==> src/rtl/vram_rd_port.sv <==
// CPU read responder for the display memories: latches read addresses from td4 I/O writes,
// fetches a text-buffer or SDRAM byte via req/ack, and returns data/status on I/O reads. Option: VRDP_AUTOINC_EN.
module vram_rd_port #(
    parameter int TIMEOUT = 64
) (
    input  logic        clk50,
    input  logic        reset,
    input  logic [7:0]  ioad,
    input  logic [15:0] iowdt,
    input  logic        iow,
    input  logic        ior,
    output logic [15:0] iordt,
    output logic        tb_rreq,
    output logic [10:0] tb_raddr,
    input  logic        tb_rack,
    input  logic [7:0]  tb_rdata,
    output logic        sd_rreq,
    output logic [23:0] sd_raddr,
    input  logic        sd_rack,
    input  logic [15:0] sd_rdata
);
    localparam int CW = $clog2(TIMEOUT + 1);

    typedef enum logic [1:0] {IDLE, TB_WAIT, SD_WAIT} state_t;

    state_t        state;
    logic [CW-1:0] cnt;
    logic [10:0]   taddr, taddr_nxt;
    logic [23:0]   saddr, saddr_nxt;
    logic          busy, valid, err, ovr;
    logic [7:0]    rbyte;
    logic          wr18, wr19, wr1a, rd1b, rd1c;
    logic          start_tb, start_sd, ovr_set;

`ifdef VRDP_AUTOINC_EN
    typedef enum logic [1:0] {K_NONE, K_TB, K_SD} kind_t;
    kind_t last_kind;
`endif

    assign wr18 = iow && (ioad == 8'h18);
    assign wr19 = iow && (ioad == 8'h19);
    assign wr1a = iow && (ioad == 8'h1A);
    assign rd1b = ior && (ioad == 8'h1B);
    assign rd1c = ior && (ioad == 8'h1C);

    assign tb_raddr = taddr;
    assign sd_raddr = {1'b0, saddr[23:1]};

    // Writes and reads share ioad, so a fetch-start write and a $1C read never coincide.
    always_comb begin
        start_tb  = 1'b0;
        start_sd  = 1'b0;
        ovr_set   = 1'b0;
        taddr_nxt = iowdt[10:0];
        saddr_nxt = {saddr[23:16], iowdt};
        if (wr18 || wr1a) begin
            if (busy) ovr_set = 1'b1;
            else begin
                start_tb = wr18;
                start_sd = wr1a;
            end
        end
`ifdef VRDP_AUTOINC_EN
        else if (rd1c) begin
            if (busy) ovr_set = 1'b1;
            else if (last_kind == K_TB) begin
                start_tb  = 1'b1;
                taddr_nxt = taddr + 11'd1;
            end else if (last_kind == K_SD) begin
                start_sd  = 1'b1;
                saddr_nxt = saddr + 24'd1;
            end
        end
`endif
    end

    always_ff @(posedge clk50) begin
        if (reset) begin
            state   <= IDLE;
            cnt     <= '0;
            taddr   <= '0;
            saddr   <= '0;
            busy    <= 1'b0;
            valid   <= 1'b0;
            err     <= 1'b0;
            ovr     <= 1'b0;
            rbyte   <= 8'h00;
            iordt   <= 16'h0000;
            tb_rreq <= 1'b0;
            sd_rreq <= 1'b0;
`ifdef VRDP_AUTOINC_EN
            last_kind <= K_NONE;
`endif
        end else begin
            // Status is captured from the pre-edge register values.
            iordt <= 16'h0000;
            if (rd1b)      iordt <= {12'd0, ovr, err, valid, busy};
            else if (rd1c) iordt <= {8'd0, rbyte};

            if (ovr_set)   ovr <= 1'b1;
            else if (rd1b) ovr <= 1'b0;

            if (start_sd)  saddr <= saddr_nxt;
            else if (wr19) saddr[23:16] <= iowdt[7:0];
            if (start_tb)  taddr <= taddr_nxt;

            if (start_tb || start_sd) begin
                busy  <= 1'b1;
                valid <= 1'b0;
                err   <= 1'b0;
                cnt   <= '0;
`ifdef VRDP_AUTOINC_EN
                last_kind <= start_tb ? K_TB : K_SD;
`endif
            end

            case (state)
                IDLE: begin
                    if (start_tb) begin
                        state   <= TB_WAIT;
                        tb_rreq <= 1'b1;
                    end else if (start_sd) begin
                        state   <= SD_WAIT;
                        sd_rreq <= 1'b1;
                    end
                end
                TB_WAIT, SD_WAIT: begin
                    if ((state == TB_WAIT && tb_rack) || (state == SD_WAIT && sd_rack) ||
                        cnt == CW'(TIMEOUT - 1)) begin
                        if (state == TB_WAIT && tb_rack) begin
                            rbyte <= tb_rdata;
                        end else if (state == SD_WAIT && sd_rack) begin
                            rbyte <= saddr[0] ? sd_rdata[15:8] : sd_rdata[7:0];
                        end else begin
                            rbyte <= 8'hFF;
                            err   <= 1'b1;
                        end
                        valid   <= 1'b1;
                        busy    <= 1'b0;
                        tb_rreq <= 1'b0;
                        sd_rreq <= 1'b0;
                        state   <= IDLE;
                    end else begin
                        cnt <= cnt + CW'(1);
                    end
                end
                default: state <= IDLE;
            endcase
        end
    end
endmodule

==> config.mk <==
export PLATFORM = sky130hd
export DESIGN_NAME = vram_rd_port
export DESIGN_NICKNAME = d
export VERILOG_FILES = /design/src/rtl/vram_rd_port.sv
export SDC_FILE = /design/constraint.sdc
export NUM_CORES = 1
export LEC_CHECK = 0
export ABC_AREA = 0
export CAP_MARGIN = 20
export CORE_MARGIN = 8
export CORE_UTILIZATION = 49
export CTS_CLUSTER_DIAMETER = 80
export DETAILED_ROUTE_END_ITERATION = 7
export MAX_ROUTING_LAYER = met4
export PLACE_DENSITY = 0.86
export SKIP_LAST_GASP = 1
export SLEW_MARGIN = 20
export SYNTH_ARGS = -nofsm -noshare
export SYNTH_HDL_FRONTEND = slang
export SYNTH_SLANG_ARGS = --single-unit
==> constraint.sdc <==
create_clock -name clk50 -period 2.67 [get_ports clk50]
set_input_delay 0.4005 -clock clk50 [delete_from_list [all_inputs] [get_ports clk50]]
set_output_delay 0.4005 -clock clk50 [all_outputs]
set_load 0.1 [all_outputs]
==> metrics.txt, run 1 <==
Initial DRC Count=~120; post-synthesis simple-gate area fraction=20.6%; aggregate global-route resource usage=18.4%; hold_buf cts=0; die height=~95 um; post-CTS sizing=0; multi-input logic area=1440 um^2; Worst VDD drop=448 uV; Compound-Gate Fraction of Synth Area=between 10% and 20%; CTS Buf Count=9; boundary pin count=around 110; synth warn=0; Worst Tran Pin Value=0.540 ns; Placer Congestion=approximately 0.80; #FFs+latches synth=66; hold worst-path end=rbyte[5]$_SDFFE_PP0P_; Max Buffers Root-to-Sink=2; Power Density=between 500 and 600 nW/um^2; asr flop ratio synth=0%; Final period util=75.2%; port bufs=between 90 and 100; unrepaired setup endpoints after global routing=no; clk slew on worst S/H paths=0.07 ns; critical-path cell with the highest stage delay=ha_1; FF/Latch Area=around 1300 um^2; hpwl dp=6020 um; remaining global-route overflow=0; worst hold-check path type=reg -> reg; Setup Buffers After CTS=0; hold path startpoint=rbyte[5]$_SDFFE_PP0P_; post-synthesis mux area share=8.77%; Cell Rows=29; vias per cell=around 5.4; CP Cell Sequence=inv_1 -> ha_1 -> nand2b_1 -> o32a_1 -> buf_4 -> a311o_1 -> a21oi_1; Core Region=6200 um^2; Fin. Hold Viols=0; Die ar.=9080 um^2; R2R setup slack=about 0.66 ns; fin crit period=between 2 and 2.5 ns; fill cell count=between 500 and 600; status=completed; worst r2r src=state[0]$_SDFFE_PP0P_; Setup TNS=0 ns; Worst EP required=slightly below 3 ns; Syn-to-layout area delta=29.1%; Unique masters post-synth=46; Worst Path Arrival=2.26 ns; main combinational cell family by area after synthesis=simple AND/OR/NAND/NOR gates; initial antenna violation count=0; Cell Area, Synth=a little over 3000 um^2; relative slew slack=63.9%; # Max-Cap Violations=0; CP Launch Point=state[0]$_SDFFE_PP0P_; Avg Cell Area, Syn=8.95 um^2; FMAX=about 0.5 GHz; EDFF count, synth=0; antenna fix cells=0; register area share after synthesis=between 40 and 50%; Placed Area=approximately 3800 um^2; initial core utilization=49.6%; Initial DRT Pass Iterations=4; largest net degree at the start of global routing=43; vias in the first global route=between 2,000 and 3,000; first-pass GRT wire length=about 13,000 um; Remaining DRCs=0; Setup violations, final=0; Hold Path Depth=2; Finished Cell Area=3980 um^2; clk_lat worst skew=roughly 0.33 ns; reg-to-reg endpoint=rbyte[1]$_SDFFE_PP0P_; post-synthesis cell count=344; crit start category=flop; WS Path Type=reg -> reg; CP max FO=20; CTS tree=built; Reg2Reg Depth=7; WL/cell=16.2 um; largest stage delay on the critical path=between 0.4 and 0.5 ns; clk sinks=between 60 and 70; xor-xnor portion of the synthesized cell area=0%; CTS root buffer=clkbuf_8; Pins Over Slew Limit=0; share of post-route cells with drive strength above 1=between 10% and 20%; Layout Nets=about 480; DRT Wirelength=slightly above 8000 um; Synth Flop Type=dfxtp_1; H-tree Lvls=3; Die Wd=around 95 um; clk_skew=between 0.007 and 0.008 ns; vias post-DR=between 2,000 and 3,000; crit end category=flop; LEAKAGE=1.65 nW; Final ANT Viol Nets=0; post-synthesis adder-cell area fraction=under 10%
-- through the flow --
| stage | hold WS (ns) | setup slack [ns] | power [W] | std cells | utilization [%] |
|---|---|---|---|---|---|
| after detailed placement | 0.443 | 0.490 | 0.00123 | 483 | 61.0 |
| after global routing | 0.465 | 0.519 | 0.00210 | 497 | 64.1 |
| after global placement | 0.436 | 0.536 | 0.00123 | 483 | 61.0 |
| final | 0.450 | 0.663 | 0.00203 | 497 | 64.1 |
| after CTS | 0.444 | 0.665 | 0.00204 | 497 | 64.1 |
| after floorplan | 0.430 | 0.916 | 0.00114 | 352 | - |
-- kinds of logic after synthesis --
logic type,after synthesis
AO/OA/AOI/OAI,62
multiplexers,27
adder cells (fa/ha/maj),4
AND/OR/NAND/NOR,127
other,1
flip-flops,66
buffers and inverters,57
-- final cells by class --
| type | count | share of cell area, % |
|---|---|---|
| Inverter | 9 | 0.850 |
| Multi-Input combinational cell | 229 | 36.2 |
| Clock inverter | 3 | 1.01 |
| Timing Repair Buffer | 102 | 22.5 |
| Tap cell | 77 | 2.42 |
| Clock buffer | 11 | 3.81 |
| Sequential cell | 66 | 33.2 |
-- routing by layer --
| layer | share of wire, % | vias up | global-route usage [%] |
|---|---|---|---|
| li1 | - | 1311 | - |
| met1 | 38 | 1294 | 18.7 |
| met2 | 53 | 75 | 32.7 |
| met3 | 5.7 | 16 | 4.72 |
| met4 | 2.6 | 0 | 7.67 |
| met5 | 0 | - | - |
-- cells in the mapped netlist, types with 3 or more instances --
master | number | area share [%]
a311o_1 | 9 | 2.9
nor2_1 | 31 | 3.8
nand3_1 | 13 | 2.1
nand2_1 | 51 | 6.2
and4bb_2 | 3 | 1.2
a32o_1 | 4 | 1.3
inv_1 | 8 | 0.97
dfxtp_1 | 66 | 43
o21ai_0 | 6 | 0.97
nand4_1 | 3 | 0.61
clkbuf_1 | 9 | 1.1
ha_1 | 4 | 1.6
and2_1 | 6 | 1.2
buf_4 | 33 | 8.0
a21oi_1 | 29 | 4.7
mux2i_1 | 27 | 8.8
nor4b_2 | 3 | 1.5
-- worst max-delay path: cells and delay by family (launching register included) --
family                     cells  cell delay [ns]
DFF                            1             0.36
AOI/OAI and AO/OA              3             0.72
buffers and inverters          2             0.27
adders and majority gates      1             0.48
and+or+nand+nor                1             0.09
-- cell usage in the layout (no fill, tap or decap), drive strengths merged, types with 2 or more instances in the layout --
| cell type | count |
|---|---|
| a32o | 4 |
| or2 | 2 |
| or4 | 2 |
| or3 | 2 |
| and4bb | 3 |
| a31oi | 2 |
| dfxtp | 66 |
| ha | 4 |
| nand4 | 3 |
| clkinv | 3 |
| a221oi | 2 |
| and3 | 2 |
| and2 | 6 |
| nor2 | 31 |
| o21ai | 6 |
| a311o | 9 |
| clkbuf | 11 |
| nand2 | 51 |
| inv | 8 |
| nor4b | 3 |
| conb | 9 |
| clkdlybuf4s50 | 52 |
| o211ai | 2 |
| nand3 | 14 |
| nor3 | 2 |
| mux2i | 27 |
| a21oi | 29 |
| buf | 50 |
-- how the worst max path moves through the flow --
| stage | endpoint | cells past startpoint |
|---|---|---|
| CTS | rbyte[1]$_SDFFE_PP0P_ | 7 |
| floorplan | rbyte[7]$_SDFFE_PP0P_ | 8 |
| global placement | saddr[16]$_SDFFE_PP0P_ | 5 |
| detailed placement | saddr[17]$_SDFFE_PP0P_ | 5 |
| finish | rbyte[1]$_SDFFE_PP0P_ | 7 |
| global route | rbyte[1]$_SDFFE_PP0P_ | 7 |
-- sequential cells by signal, summed over array words and instances, names as in the netlist, 2 cells and up --
name and flops:
cnt 7, iordt 8, rbyte 8, saddr 24, state 2, tb_raddr 11
-- where the power goes --
group / leakage, nW / total (W) / internal, W / switching (W)
Combinational: 1.02 / 0.000219 / 0.0000860 / 0.000133
Sequential: 0.532 / 0.000991 / 0.000988 / 0.00000331
Clock: 0.101 / 0.000820 / 0.000469 / 0.000351
Power figures use the tool's default switching activity.
==> run 2, diff against run 1 <==
--- a/config.mk
+++ b/config.mk
@@ -8,11 +8,11 @@
 export ABC_AREA = 0
 export CAP_MARGIN = 20
 export CORE_MARGIN = 8
-export CORE_UTILIZATION = 49
+export CORE_UTILIZATION = 45
 export CTS_CLUSTER_DIAMETER = 80
 export DETAILED_ROUTE_END_ITERATION = 7
 export MAX_ROUTING_LAYER = met4
-export PLACE_DENSITY = 0.86
+export PLACE_DENSITY = 0.8
 export SKIP_LAST_GASP = 1
 export SLEW_MARGIN = 20
 export SYNTH_ARGS = -nofsm -noshare
==> constraint.sdc (replaced) <==
create_clock -name clk50 -period 2.08 [get_ports clk50]
set_input_delay 0.312 -clock clk50 [delete_from_list [all_inputs] [get_ports clk50]]
set_output_delay 0.312 -clock clk50 [all_outputs]
set_load 0.1 [all_outputs]
==> metrics.txt, run 2 (synthesized netlist as in run 1, its figures left out) <==
status=completed (unchanged); Worst EP required=2.36 ns (was 2.92 ns); CTS Buf Count=9 (unchanged); crit start category=flop (unchanged); Max Buffers Root-to-Sink=2 (unchanged); Cell Rows=30 (was 29); Worst Path Arrival=2.23 ns (was 2.26 ns); crit end category=flop (unchanged); Initial DRT Pass Iterations=4 (unchanged); Final period util=94.0% (was 75.2%); Final ANT Viol Nets=0 (unchanged); WS Path Type=reg -> reg (unchanged); Setup violations, final=0 (unchanged); Fin. Hold Viols=0 (unchanged); largest net degree at the start of global routing=30 (was 43); fin crit period=1.95 ns (was 2.01 ns); Min Hold Slack=0.367 ns (was 0.450 ns); CP max FO=12 (was 20); relative slew slack=65.4% (was 63.9%); CTS tree=built (unchanged); Core Util, Final=60.5% (was 64.1%); Die ar.=9750 um^2 (was 9080 um^2); most common cell after layout, fill and taps aside=dfxtp_1 (unchanged); DRT Wirelength=8020 um (was 8050 um); FMAX=0.512 GHz (was 0.498 GHz); first-pass GRT wire length=12,700 um (was 12,900 um); Worst Path Buf+Inv=2 (unchanged); commonest non-fill, non-tap cells in the layout=dfxtp_1, buf_4, clkdlybuf4s50_1 (was dfxtp_1, clkdlybuf4s50_1, nand2_1); CP top delay family=compound AO/OA/AOI/OAI gates (unchanged); clk_lat worst skew=0.35 ns (was 0.33 ns); hpwl dp=5990 um (was 6020 um); largest stage delay on the critical path=0.41 ns (was 0.48 ns); Reg with most FFs=saddr (unchanged); vias post-DR=2,702 (was 2,696); CTS root buffer=clkbuf_8 (unchanged); H-tree Lvls=3 (unchanged); clk slew on worst S/H paths=0.07 ns (about the same); clk sinks=66 (unchanged); Initial DRC Count=129 (was 123); Setup Buffers After CTS=0 (unchanged); Power Density=682 nW/um^2 (was 510 nW/um^2); aggregate global-route resource usage=16.8% (was 18.4%); port bufs=97 (unchanged); CP Cell Sequence=inv_1 -> ha_2 -> nand2b_1 -> o32a_1 -> buf_4 -> a311o_1 -> a21oi_1 (was inv_1 -> ha_1 -> nand2b_1 -> o32a_1 -> buf_4 -> a311o_1 -> a21oi_1); critical-path cell with the highest stage delay=ha_2 (was ha_1); Die Wd=98.7 um (was 95.3 um); # Max-Cap Violations=0 (unchanged); Worst Tran Pin Value=0.518 ns (was 0.540 ns); initial core utilization=45.8% (was 49.6%); remaining global-route overflow=0 (unchanged); Syn-to-layout area delta=31.9% (was 29.1%); worst hold-check path type=in -> reg (was reg -> reg); Remaining DRCs=0 (unchanged); final setup margin=0.125 ns (was 0.663 ns); LEAKAGE=1.69 nW (was 1.65 nW); Setup TNS=0 ns (unchanged); Worst VDD drop=443 uV (was 448 uV); Layout Nets=481 (was 475); boundary pin count=107 (unchanged); antenna fix cells=0 (unchanged); Finished Cell Area=4060 um^2 (was 3980 um^2); clk_skew=0.00626 ns (was 0.00768 ns); pre-CTS setup slack=0.0362 ns (was 0.490 ns); share of post-route cells with drive strength above 1=19.6% (was 17.9%); vias in the first global route=2,587 (was 2,771); Pins Over Slew Limit=0 (unchanged); vias per cell=5.32 (was 5.42); WL/cell=15.8 um (was 16.2 um); max reg flops=24 (unchanged); initial antenna violation count=0 (unchanged); unrepaired setup endpoints after global routing=no (unchanged); Placed Area=3830 um^2 (was 3780 um^2); Core Region=6720 um^2 (was 6200 um^2); Placer Congestion=0.852 (was 0.801); die height=98.7 um (was 95.3 um)
==> run 2: worst register-to-register path, cell delays in order (launching register included) <==
cell and delay, ns:
dfxtp_1 0.38, inv_1 0.09, ha_2 0.41, nand2b_1 0.07, o32a_1 0.34, buf_4 0.20, a311o_1 0.28, a21oi_1 0.12
==> run 2: routing by layer <==
layer  track usage [%]  wire length (um)
met5                 -                 0
met3              5.14               378
met1              17.2              3270
met4              7.56               179
met2              29.0              4200
==> run 2: final cells by class <==
| class | instances | area (um^2) |
|---|---|---|
| clock buffers | 10 | 138 |
| multi-input cells | 229 | 1440 |
| repair buffers | 108 | 938 |
| flip-flops and latches | 66 | 1320 |
| well taps | 80 | 100 |
| fillers | 585 | 2660 |
| clock inverters | 6 | 88.8 |
| inverters | 9 | 33.8 |
==> run 2: report_power, final <==
part / total (W) / internal [W] / switching (W)
clock network: 0.00122 / 0.000709 / 0.000506
registers: 0.00127 / 0.00127 / 0.00000562
logic: 0.000284 / 0.000113 / 0.000171
total: 0.00277 / 0.00209 / 0.000683
==> run 2: timing repair <==
item / CTS / global route
hold buffers: 0 / 0
gates resized for setup: 0 / 1
endpoints found under the setup margin: 0 / 1
==> run 2: stage by stage <==
stage / power, W / instances
2_1_floorplan: 0.00146 / 352
3_3_place_gp: 0.00158 / 492
3_5_place_dp: 0.00158 / 492
4_1_cts: 0.00279 / 508
5_1_grt: 0.00287 / 508
6_report: 0.00277 / 508
==> run 2: worst paths after layout <==
path,endpoint,startpoint,slack [ns],cells after the start
min,saddr[16]$_SDFFE_PP0P_,reset,0.37,2
min reg2reg,rbyte[4]$_SDFFE_PP0P_,rbyte[4]$_SDFFE_PP0P_,0.45,2
max reg2reg,rbyte[1]$_SDFFE_PP0P_,state[0]$_SDFFE_PP0P_,0.13,7
max,rbyte[1]$_SDFFE_PP0P_,state[0]$_SDFFE_PP0P_,0.13,7
==> run 3, diff against run 2 <==
--- a/config.mk
+++ b/config.mk
@@ -7,6 +7,7 @@
 export LEC_CHECK = 0
 export ABC_AREA = 0
 export CAP_MARGIN = 20
+export CORE_ASPECT_RATIO = 0.5
 export CORE_MARGIN = 8
 export CORE_UTILIZATION = 45
 export CTS_CLUSTER_DIAMETER = 80
==> metrics.txt, run 3 (synthesized netlist as in run 1, its figures left out) <==
Layout Nets=479 (was 481); vias per cell=5.04 (was 5.32); Worst Tran Pin Value=0.508 ns (was 0.518 ns); status=completed (unchanged); Initial DRT Pass Iterations=4 (unchanged); unrepaired setup endpoints after global routing=no (unchanged); CTS tree=built (unchanged); crit start category=flop (unchanged); largest stage delay on the critical path=0.36 ns (was 0.41 ns); first-pass GRT wire length=12,400 um (was 12,700 um); Worst Path Buf+Inv=2 (unchanged); Remaining DRCs=0 (unchanged); net switching fraction of the power=21.9% (was 24.6%); Core Region=6650 um^2 (was 6720 um^2); Logic pwr share=9.2% (was 10.2%); LEAKAGE=1.73 nW (was 1.69 nW); commonest non-fill, non-tap cells in the layout=dfxtp_1, clkdlybuf4s50_1, buf_4 (was dfxtp_1, buf_4, clkdlybuf4s50_1); WL/cell=15.0 um (was 15.8 um); clk slew on worst S/H paths=0.05 ns (was 0.07 ns); power share of the clock group=49.3% (was 43.8%); crit end category=flop (unchanged); CP max FO=18 (was 12); Worst EP required=2.32 ns (was 2.36 ns); antenna fix cells=0 (unchanged); initial core utilization=46.3% (was 45.8%); critical-path cell with the highest stage delay=ha_1 (was ha_2); post-CTS sizing=0 (unchanged); Final ANT Viol Nets=0 (unchanged); initial antenna violation count=0 (unchanged); total internal power=0.00240 W (was 0.00209 W); fin crit period=1.89 ns (was 1.95 ns); Power Density=739 nW/um^2 (was 682 nW/um^2); Setup violations, final=0 (unchanged); Setup Buffers After CTS=0 (unchanged); CTS Buf Count=9 (unchanged); FF/Latch Area=1320 um^2 (unchanged); most common cell after layout, fill and taps aside=dfxtp_1 (unchanged); register share of total power=41.6% (was 45.9%); Max Buffers Root-to-Sink=2 (unchanged); WS Path Type=reg -> reg (unchanged); Worst Path Arrival=2.14 ns (was 2.23 ns); die height=74.5 um (was 98.7 um); Setup TNS=0 ns (unchanged); remaining global-route overflow=0 (unchanged); port bufs=97 (unchanged); clk sinks=66 (unchanged); Final period util=91.0% (was 94.0%); CP top delay family=compound AO/OA/AOI/OAI gates (unchanged); FMAX=0.529 GHz (was 0.512 GHz); aggregate global-route resource usage=16.1% (was 16.8%); vias post-DR=2,604 (was 2,702); CTS root buffer=clkbuf_16 (was clkbuf_8); # Max-Cap Violations=0 (unchanged); Initial DRC Count=160 (was 129); Pins Over Slew Limit=0 (unchanged); Reg with most FFs=saddr (unchanged); max reg flops=24 (unchanged); share of post-route cells with drive strength above 1=18.6% (was 19.6%); worst hold-check path type=in -> reg (unchanged); hpwl dp=5630 um (was 5990 um); relative slew slack=66.1% (was 65.4%); vias in the first global route=2,544 (was 2,587); largest net degree at the start of global routing=42 (was 30); Syn-to-layout area delta=34.8% (was 31.9%); H-tree Lvls=3 (unchanged); Min Hold Slack=0.411 ns (was 0.367 ns); Die ar.=9910 um^2 (was 9750 um^2); Cell Rows=21 (was 30); CP Cell Sequence=inv_1 -> ha_1 -> nand2b_1 -> o32a_1 -> buf_12 -> a311o_1 -> a21oi_1 (was inv_1 -> ha_2 -> nand2b_1 -> o32a_1 -> buf_4 -> a311o_1 -> a21oi_1); DRT Wirelength=7770 um (was 8020 um); boundary pin count=107 (unchanged); fill cell count=572 (was 585); multi-input logic area=1440 um^2 (about the same); final setup margin=0.188 ns (was 0.125 ns); Net Sw Power=0.000671 W (was 0.000683 W); clk_skew=0.00348 ns (was 0.00626 ns); Fin. Hold Viols=0 (unchanged); pre-CTS setup slack=0.0859 ns (was 0.0362 ns); Placer Congestion=0.864 (was 0.852); clk_lat worst skew=0.32 ns (was 0.35 ns); Worst VDD drop=760 uV (was 443 uV); Die Wd=133 um (was 98.7 um); hold_buf cts=0 (unchanged)
## run 3: cell types whose count changed in the layout (fill, tap and decap cells not counted), sizes merged
cell / delta
buf: -2
bufinv: -1
clkbuf: +3
clkinvlp: -2
inv: -1
## run 3: per-stage QoR
| stage | cell area [um^2] | util, % | total power, W | instances |
|---|---|---|---|---|
| finish | 4150 | 62.5 | 0.00307 | 517 |
| global route | 4150 | 62.5 | 0.00317 | 517 |
| CTS | 4150 | 62.5 | 0.00310 | 517 |
| detailed placement | 3850 | 57.9 | 0.00158 | 502 |
| global placement | 3850 | 57.9 | 0.00158 | 502 |
| floorplan | 3110 | - | 0.00146 | 352 |
## run 3: path summary, 6_finish.rpt
check	startpoint	to	slack [ns]	depth (start not counted)
setup reg to reg	state[0]$_SDFFE_PP0P_	rbyte[3]$_SDFFE_PP0P_	0.19	7
setup / recovery	state[0]$_SDFFE_PP0P_	rbyte[3]$_SDFFE_PP0P_	0.19	7
hold / removal	reset	err$_SDFF_PP0_	0.41	2
hold reg to reg	rbyte[5]$_SDFFE_PP0P_	rbyte[5]$_SDFFE_PP0P_	0.45	2
## run 3: metal layers
layer / track usage (%) / vias to the layer above / part of all wire, %
li1: - / 1319 / -
met3: 4.85 / 7 / 4.7
met2: 27.8 / 66 / 51
met1: 17.8 / 1212 / 44
met5: - / - / 0
met4: 5.24 / 0 / 0.95
## run 3: cell type report
class                      count  area share [%]
sequential                    66            31.8
tap                           92            2.77
timing repair buffer         106            22.5
inverter                       9           0.814
clock inverter                 2           0.844
clock buffer                  13            6.51
multi-input combinational    229            34.7
## run 3: power groups by stage
stage,clock (W),combinational (W),sequential [W]
after global placement,0,0.000279,0.00130
after floorplan,0,0.000133,0.00133
final,0.00151,0.000282,0.00128
after CTS,0.00154,0.000281,0.00127
after detailed placement,0,0.000280,0.00130
after global routing,0.00160,0.000296,0.00127
